<file path="config.mk">
export PLATFORM = sky130hd
export DESIGN_NAME = id_rf_hilo
export DESIGN_NICKNAME = d
export VERILOG_FILES = /design/src/rtl/id_rf_hilo_pkg.sv /design/src/rtl/id_rf_hilo_hilo_reg.sv /design/src/rtl/id_rf_hilo.sv
export SDC_FILE = /design/constraint.sdc
export NUM_CORES = 2
export LEC_CHECK = 0
export ABC_CLOCK_PERIOD_IN_PS = 2800
export BUFFER_PORTS_ARGS = -buffer_cell sky130_fd_sc_hd__clkbuf_2
export CORE_ASPECT_RATIO = 2
export CORE_UTILIZATION = 50
export CTS_BUF_LIST = sky130_fd_sc_hd__clkbuf_4
export CTS_CLUSTER_DIAMETER = 60
export CTS_CLUSTER_SIZE = 16
export DETAILED_ROUTE_END_ITERATION = 7
export PLACE_DENSITY_LB_ADDON = 0.05
export SLEW_MARGIN = 5
export SYNTH_ARGS = -nofsm -noshare
export SYNTH_HDL_FRONTEND = slang
export SYNTH_SLANG_ARGS = --single-unit
</file>
<file path="constraint.sdc">
create_clock -name clk -period 2.8 [get_ports clk]
set_input_delay 0.28 -clock clk [delete_from_list [all_inputs] [get_ports clk]]
set_output_delay 0.28 -clock clk [all_outputs]
set_load 0.05 [all_outputs]
</file>
<file path="src/rtl/id_rf_hilo_pkg.sv">
// id_rf_hilo_pkg: shared widths, WB/EX/MEM bus layouts and the GPR read-mux helper
package id_rf_hilo_pkg;

    localparam int DATA_W      = 32;
    localparam int ADDR_W      = 5;
    localparam int NREG        = 32;
    localparam int WB_TO_RF_WD = 1 + ADDR_W + DATA_W;
    localparam int HILO_BUS_WD = 2 + 2 * DATA_W;

    typedef struct packed {
        logic              we;
        logic [ADDR_W-1:0] waddr;
        logic [DATA_W-1:0] wdata;
    } rf_wr_t;

    typedef struct packed {
        logic              hi_we;
        logic              lo_we;
        logic [DATA_W-1:0] hi;
        logic [DATA_W-1:0] lo;
    } hilo_bus_t;

    // r0 always reads zero; otherwise a same-cycle write to the address wins over storage
    function automatic logic [DATA_W-1:0] rd_mux(
        input logic [ADDR_W-1:0] addr,
        input rf_wr_t            wr,
        input logic [DATA_W-1:0] stored
    );
        return (addr == '0) ? '0 : (wr.we && wr.waddr == addr) ? wr.wdata : stored;
    endfunction

endpackage

</file>
<file path="src/rtl/id_rf_hilo_hilo_reg.sv">
// id_rf_hilo_hilo_reg: HI/LO storage written by WB, read through EX > MEM > WB > stored forwarding
module id_rf_hilo_hilo_reg
    import id_rf_hilo_pkg::*;
(
    input  logic              clk,
    input  logic              rst,
    input  hilo_bus_t         wb,
    input  hilo_bus_t         mem,
    input  hilo_bus_t         ex,
    output logic [DATA_W-1:0] hi_rdata,
    output logic [DATA_W-1:0] lo_rdata
);

    logic [DATA_W-1:0] hi_q, hi_d, lo_q, lo_d;

    // only WB commits; each half has its own enable
    always_comb begin
        hi_d = wb.hi_we ? wb.hi : hi_q;
        lo_d = wb.lo_we ? wb.lo : lo_q;
    end

    // state register; reset overrides a concurrent WB write
    always_ff @(posedge clk) begin
        if (rst) begin
            hi_q <= '0;
            lo_q <= '0;
        end else begin
            hi_q <= hi_d;
            lo_q <= lo_d;
        end
    end

    // youngest in-flight producer wins, per half
    always_comb begin
        hi_rdata = ex.hi_we ? ex.hi : mem.hi_we ? mem.hi : wb.hi_we ? wb.hi : hi_q;
        lo_rdata = ex.lo_we ? ex.lo : mem.lo_we ? mem.lo : wb.lo_we ? wb.lo : lo_q;
    end

endmodule

</file>
<file path="src/rtl/id_rf_hilo.sv">
// id_rf_hilo: 32x32 GPR file with WB write-through bypass plus forwarded HI/LO pair
module id_rf_hilo
    import id_rf_hilo_pkg::*;
(
    input  logic                   clk,
    input  logic                   rst,
    input  logic [WB_TO_RF_WD-1:0] wb_to_rf_bus,
    input  logic [HILO_BUS_WD-1:0] wb_hilo_bus,
    input  logic [HILO_BUS_WD-1:0] mem_hilo_bus,
    input  logic [HILO_BUS_WD-1:0] ex_hilo_bus,
    input  logic [ADDR_W-1:0]      raddr1,
    input  logic [ADDR_W-1:0]      raddr2,
    output logic [DATA_W-1:0]      rdata1,
    output logic [DATA_W-1:0]      rdata2,
    output logic [DATA_W-1:0]      hi_rdata,
    output logic [DATA_W-1:0]      lo_rdata
);

    rf_wr_t            wr;
    logic [DATA_W-1:0] regs_q [NREG];
    logic [DATA_W-1:0] regs_d [NREG];

    assign wr = rf_wr_t'(wb_to_rf_bus);

    // next array state; writes to r0 are dropped so it keeps its reset zero
    always_comb begin
        regs_d = regs_q;
        if (wr.we && wr.waddr != '0) regs_d[wr.waddr] = wr.wdata;
    end

    // commit on posedge; reset clears everything and beats any write
    always_ff @(posedge clk) begin
        if (rst) regs_q <= '{default: '0};
        else     regs_q <= regs_d;
    end

    // two independent zero-latency read ports with write-through
    always_comb begin
        rdata1 = rd_mux(raddr1, wr, regs_q[raddr1]);
        rdata2 = rd_mux(raddr2, wr, regs_q[raddr2]);
    end

    id_rf_hilo_hilo_reg u_hilo (
        .clk      (clk),
        .rst      (rst),
        .wb       (hilo_bus_t'(wb_hilo_bus)),
        .mem      (hilo_bus_t'(mem_hilo_bus)),
        .ex       (hilo_bus_t'(ex_hilo_bus)),
        .hi_rdata (hi_rdata),
        .lo_rdata (lo_rdata)
    );

endmodule

</file>
# Yosys cells after proc, flatten, opt, wreduce, memory -nomap -nowiden
# Cells that the tools add are included.
[word_totals]
register_bits = 1088
output_inout_bits = 128
word_cells = 69
[op_classes]
magnitude_cmp = 4
eq_ne = 2
n_mux = 19
n_bitwise = 3
n_reduce_logical = 7
[op_table]
columns = ["op", "n"]
rows = [
  ["1024-bit bitwise mux", 1],
  ["32-bit two-way mux", 15],
  ["32-bit binary-select mux with 5-bit select", 2],
  ["32-bit demux with 5-bit select", 1],
  ["6-bit greater-or-equal comparator, second input constant", 3],
  ["5-bit inverter with 6-bit output", 3],
  ["5-bit equality test", 2],
  ["5-bit zero test", 2],
  ["6-bit by 1-bit < comparator with 1-bit output, second input constant", 1],
  ["5-bit nonzero test", 1],
  ["1-bit logical AND", 4],
]

# Depth between registers and ports, before layout
[depth]
depth_word = 6
depth_mapped = 10
mapped_depth_nobuf = 5

# By module
# Synthesis repeated with hierarchy kept, for this count alone.
[unflattened]
hier_cells = 6655
area_unflattened_um2 = 56993.4
[by_module_without_submodules]
columns = ["module", "n_inst", "cells_each", "area_per_inst_um2", "seq_area_each_um2"]
rows = [
  ["id_rf_hilo", 1, 6228, 53044.6, 20499.7],
  ["id_rf_hilo_hilo_reg", 1, 427, 3948.8, 1281.2],
]

# Worst setup path after synthesis
# OpenSTA, ideal clock, no wires.
[synth_timing]
path_kind = "input port to output port"
from = "in raddr2[0]"
to = "out rdata2[17]"
arrival_ns = 2.464
t_required_ns = 2.520
setup_slack_ns = 0.056
cell_stages = 10
path_cell_list = "buf_2 -> buf_6 -> buf_6 -> buf_6 -> buf_6 -> buf_6 -> mux2i_1 -> a22oi_1 -> nand4_1 -> a31oi_1"
[synth_via]
elab_chain_len = 6
elab_cells_between_ends = 9
cone_classes = "1 x eq/ne; 5 x mux; 1 x bitwise; 2 x reduce/logical"
[synth_lines]
columns = ["element", "line", "text"]
rows = [
  ["start: declaration", "id_rf_hilo.sv:12", "input logic [ADDR_W-1:0] raddr2,"],
  ["5-bit inverter with 6-bit output (implied by the code)", "id_rf_hilo.sv:40", "rdata2 = rd_mux(raddr2, wr, regs_q[raddr2]);"],
  ["32-bit binary-select mux with 5-bit select", "id_rf_hilo.sv:40", ""],
  ["32-bit two-way mux (implied by the code) (2 in a row)", "id_rf_hilo.sv:40", ""],
  ["32-bit two-way mux", "id_rf_hilo_pkg.sv:29", "return (addr == '0) ? '0 : (wr.we && wr.waddr == addr) ? wr.wdata : stored;"],
  ["32-bit two-way mux (*)", "id_rf_hilo_pkg.sv:29", ""],
  ["end: declaration", "id_rf_hilo.sv:14", "output logic [DATA_W-1:0] rdata2,"],
]
# Every way passes the cells marked *; elsewhere a longest branch is shown, timed or not. The select of a mux whose other input is x is not followed.

# Worst setup path after layout
[layout_timing]
from = "reg regs_q[364] (netlist name)"
to = "out rdata1[12]"
[layout_via]
elab_chain_len = 5
[layout_lines]
columns = ["element", "line", "text"]
rows = [
  ["start: declaration", "id_rf_hilo.sv:20", "logic [DATA_W-1:0] regs_q [NREG];"],
  ["start signal: assignment", "id_rf_hilo.sv:34", "else regs_q <= regs_d;"],
  ["32-bit binary-select mux with 5-bit select", "id_rf_hilo.sv:39", "rdata1 = rd_mux(raddr1, wr, regs_q[raddr1]);"],
  ["32-bit two-way mux (implied by the code) (2 in a row)", "id_rf_hilo.sv:39", ""],
  ["32-bit two-way mux (2 in a row)", "id_rf_hilo_pkg.sv:29", ""],
  ["end: declaration", "id_rf_hilo.sv:13", "output logic [DATA_W-1:0] rdata1,"],
]
# No other way between the ends. The select of a mux whose other input is x is not followed.

==> results.tsv <==
metric	value	unit
preCtsSetupSlack	-0.3144	ns
whs_path_depth	4	
outcome	finished, violations left	
yosysTopAreaCellShare	38.98	%
core	111000	sq um
grt-ovfl-total	0	
dr.pass1.iters	7	
cts.sinks	1088	
critPathCaptureType	primary output	
fmax	286.8	MHz
power.internal	18.93	mW
cp_cell_sequence	mux4_2 -> mux2_4 -> a221o_1 -> a32o_2 -> buf_12	
globalplace.congestion	0.9980	
die_w	238.4	um
synthesis.nets	6671	
r2r-end	u_hilo.hi_q[7]	
final_cell_area	66990	sq um
maxCapViolations	0	
grt_max_degree	78	
yosys.cell_count.top_type	nand2_1	
yosysWarnings	0	
clkPwrFrac	24.1	%
cts.clk_slew.worst_paths	0.16	ns
drc_errors	0	
clockBufferDepth	3	
yosysSeqAreaShare	38.98	%
critPathMaxStageDelay	0.54	ns
hold-worst-slack	-0.001977	ns
grt.total_usage	47.02	%
synth_edf_count	0	
synthToLayoutAreaGrowth	19.89	%
holdPathEnd	u_hilo.hi_q[14]	
syn_area	55870	sq um
post_dp_cell_area	62680	sq um
hp-start	wb_hilo_bus[46]	
antenna_found_initial	12	
synth_common_cells	2139 x nand2_1, 1088 x dfxtp_1, 1034 x a21oi_1, 499 x clkbuf_1, 413 x mux4_2	
io_buffers	375	
h-tree-depth	3	
worst_r2r_path_depth	4	
synth_top_area_cell	dfxtp_1	
worstSetupPathType	flop to primary output	
grt_setup_unrepaired	yes	
total_power	27.62	mW
setup_viol	64	
slew_violations	0	
worstPathMaxFanout	3	
fillers	9772	
r2r_slack	0.86	ns
p_sw	8.688	mW
skew	0	ns
cts_buffers	78	
hp-class	input port to flop	
ant_nets	0	
max_slew_margin	26.64	%
synth-seq-cells	1088	
placed_cells	8097	
root_buffer	clkbuf_4	
power_density	412.3	nW/um^2
die_h	474.7	um
vias	55943	
wl_per_cell	32.35	um
layout-drive-gt1-share	28.45	%
crit_required	2.52	ns
cp_num_buf_inv	1	
synth_area_leaders	dfxtp_1 39%, mux4_2 17%, nand2_1 14%	
drt-vias-per-instance	6.672	
period_minus_slack	3.487	ns
r2r-start	u_hilo.hi_q[7]	
layoutNonFillerInstCount	8385	
violations	hold timing, setup timing	
peakVddDrop	332.8	uV
fin_crit_sh	124.5	%
dp_hpwl	177200	um
worstMarginPinSlew	1.099	ns
io_pins	376	
row_count	173	
grt_pass1_vias	52593	
cts_tree	yes	
synth_cell_types	60	
postSynthCellCount	6423	
leakage	23.55	nW
insertion_delay	1.19	ns
initial_core_util	50.32	%
cp.arrival	3.21	ns
drtIter0Drc	7685	
grt_pass1_wl	377200	um
seq_power_share	57.0	%
fin_ws	-0.6868	ns
cp-start-kind	flop	
synth_flop_cell	dfxtp_1	
cp_top_family	multiplexers	
pwr-share-comb	18.8	%
sw_frac_of_total	31.45	%
finalHoldViolations	1	
slowest_stage	mux4_2	
nets	7125	
ys_async_sr_fraction	0	%
drt-total-wl	271300	um
synth_area_per_cell	8.699	sq um
dieArea	113200	sq um
## cell type report
cell class | count | area [sq um] | share of cell area (%)
inverter | 3 | 11.26 | 0.01681
clock inverter | 3 | 23.77 | 0.03549
antenna | 16 | 40.04 | 0.05977
tap | 1487 | 1861 | 2.777
timing repair buffer | 1058 | 9879 | 14.75
sequential | 1088 | 22050 | 32.92
clock buffer | 82 | 615.6 | 0.9190
multi-input combinational | 4648 | 32500 | 48.52
## worst reg2reg max path, stage by stage, from the launching register on
cell and delay [ns]:
dfxtp_1 0.33, mux2_2 0.26, dlygate4sd3_1 0.57, nor2b_1 0.13, dlygate4sd3_1 0.56
## logic make-up (layout without fill, tap and decap cells)
| logic type | Yosys count | count (layout) | share of synthesized area, % |
|---|---|---|---|
| mux | 795 | 795 | 23.65 |
| buf+inv | 687 | 1146 | 5.404 |
| compound gates | 1481 | 1481 | 15.14 |
| flops | 1088 | 1088 | 38.98 |
| other cells | 0 | 16 | 0 |
| simple gates | 2362 | 2362 | 16.67 |
| xor+xnor | 10 | 10 | 0.1568 |
## worst max-delay path by stage
stage	from	endpoint	slack, ns	depth (start not counted)
after global placement	raddr2[4]	rdata2[8]	-0.32	9
after detailed placement	raddr2[4]	rdata2[8]	-0.31	9
after CTS	regs_q[268]	rdata1[12]	-0.64	5
after global routing	regs_q[12]	rdata1[12]	-0.69	5
after floorplan	raddr2[0]	rdata2[17]	0.06	10
final	regs_q[364]	rdata1[12]	-0.69	5
## per-stage QoR
step                      TNS (ns)  util (%)
after global routing        -29.71     60.30
after global placement      -4.130     56.44
after CTS                   -25.07     59.96
after floorplan                  0         -
final                       -26.24     60.33
after detailed placement    -4.023     56.44
## layer usage
layer / routed length [um] / global-route usage (%) / vias up
li1: - / - / 23275
met5: 58 / 0 / -
met2: 119300 / 72.19 / 4377
met3: 32050 / 12.78 / 1432
met1: 89100 / 52.50 / 26851
met4: 30770 / 44.37 / 8
## state kept, by name, indices dropped and copies added (netlist names)
signal and cells:
u_hilo.hi_q 32, regs_q 1024, u_hilo.lo_q 32
## cell usage in the layout (no fill, tap or decap), types with 10 or more instances in the layout
cell type,instances
a211oi_1,24
a211oi_2,21
a21oi_1,1004
a21oi_2,25
a221oi_1,15
a22o_1,37
a22oi_1,54
a22oi_2,21
buf_12,149
buf_4,399
buf_8,35
clkbuf_2,301
clkbuf_4,82
dfxtp_1,871
dfxtp_2,217
diode_2,16
dlygate4sd3_1,154
mux2_2,63
mux2i_1,301
mux4_2,413
nand2_1,2091
nand2_2,47
nor2_1,18
nor2_4,31
nor2b_1,101
o21ai_0,80
o21ai_1,10
o221ai_1,28
o22ai_1,40
o22ai_2,11
## power groups by stage
stage	sequential, mW	combinational, mW	clock (mW)
6_report	15.8	5.20	6.67
3_5_place_dp	16.1	4.62	0
3_3_place_gp	16.1	4.60	0
4_1_cts	15.7	4.99	6.64
5_1_grt	15.8	5.29	7.20
2_1_floorplan	16.0	2.61	0
## repair_timing
item | 4_1_cts | 5_1_grt
hold buffers | 154 | 0
pin swaps | 132 | 54
setup buffers | 43 | 2
setup endpoints to repair | 69 | 69
gates cloned | 0 | 0
gates resized for setup | 445 | 143
endpoints found under the hold margin | 1087 | 0
(Power assumes the default switching activity.)
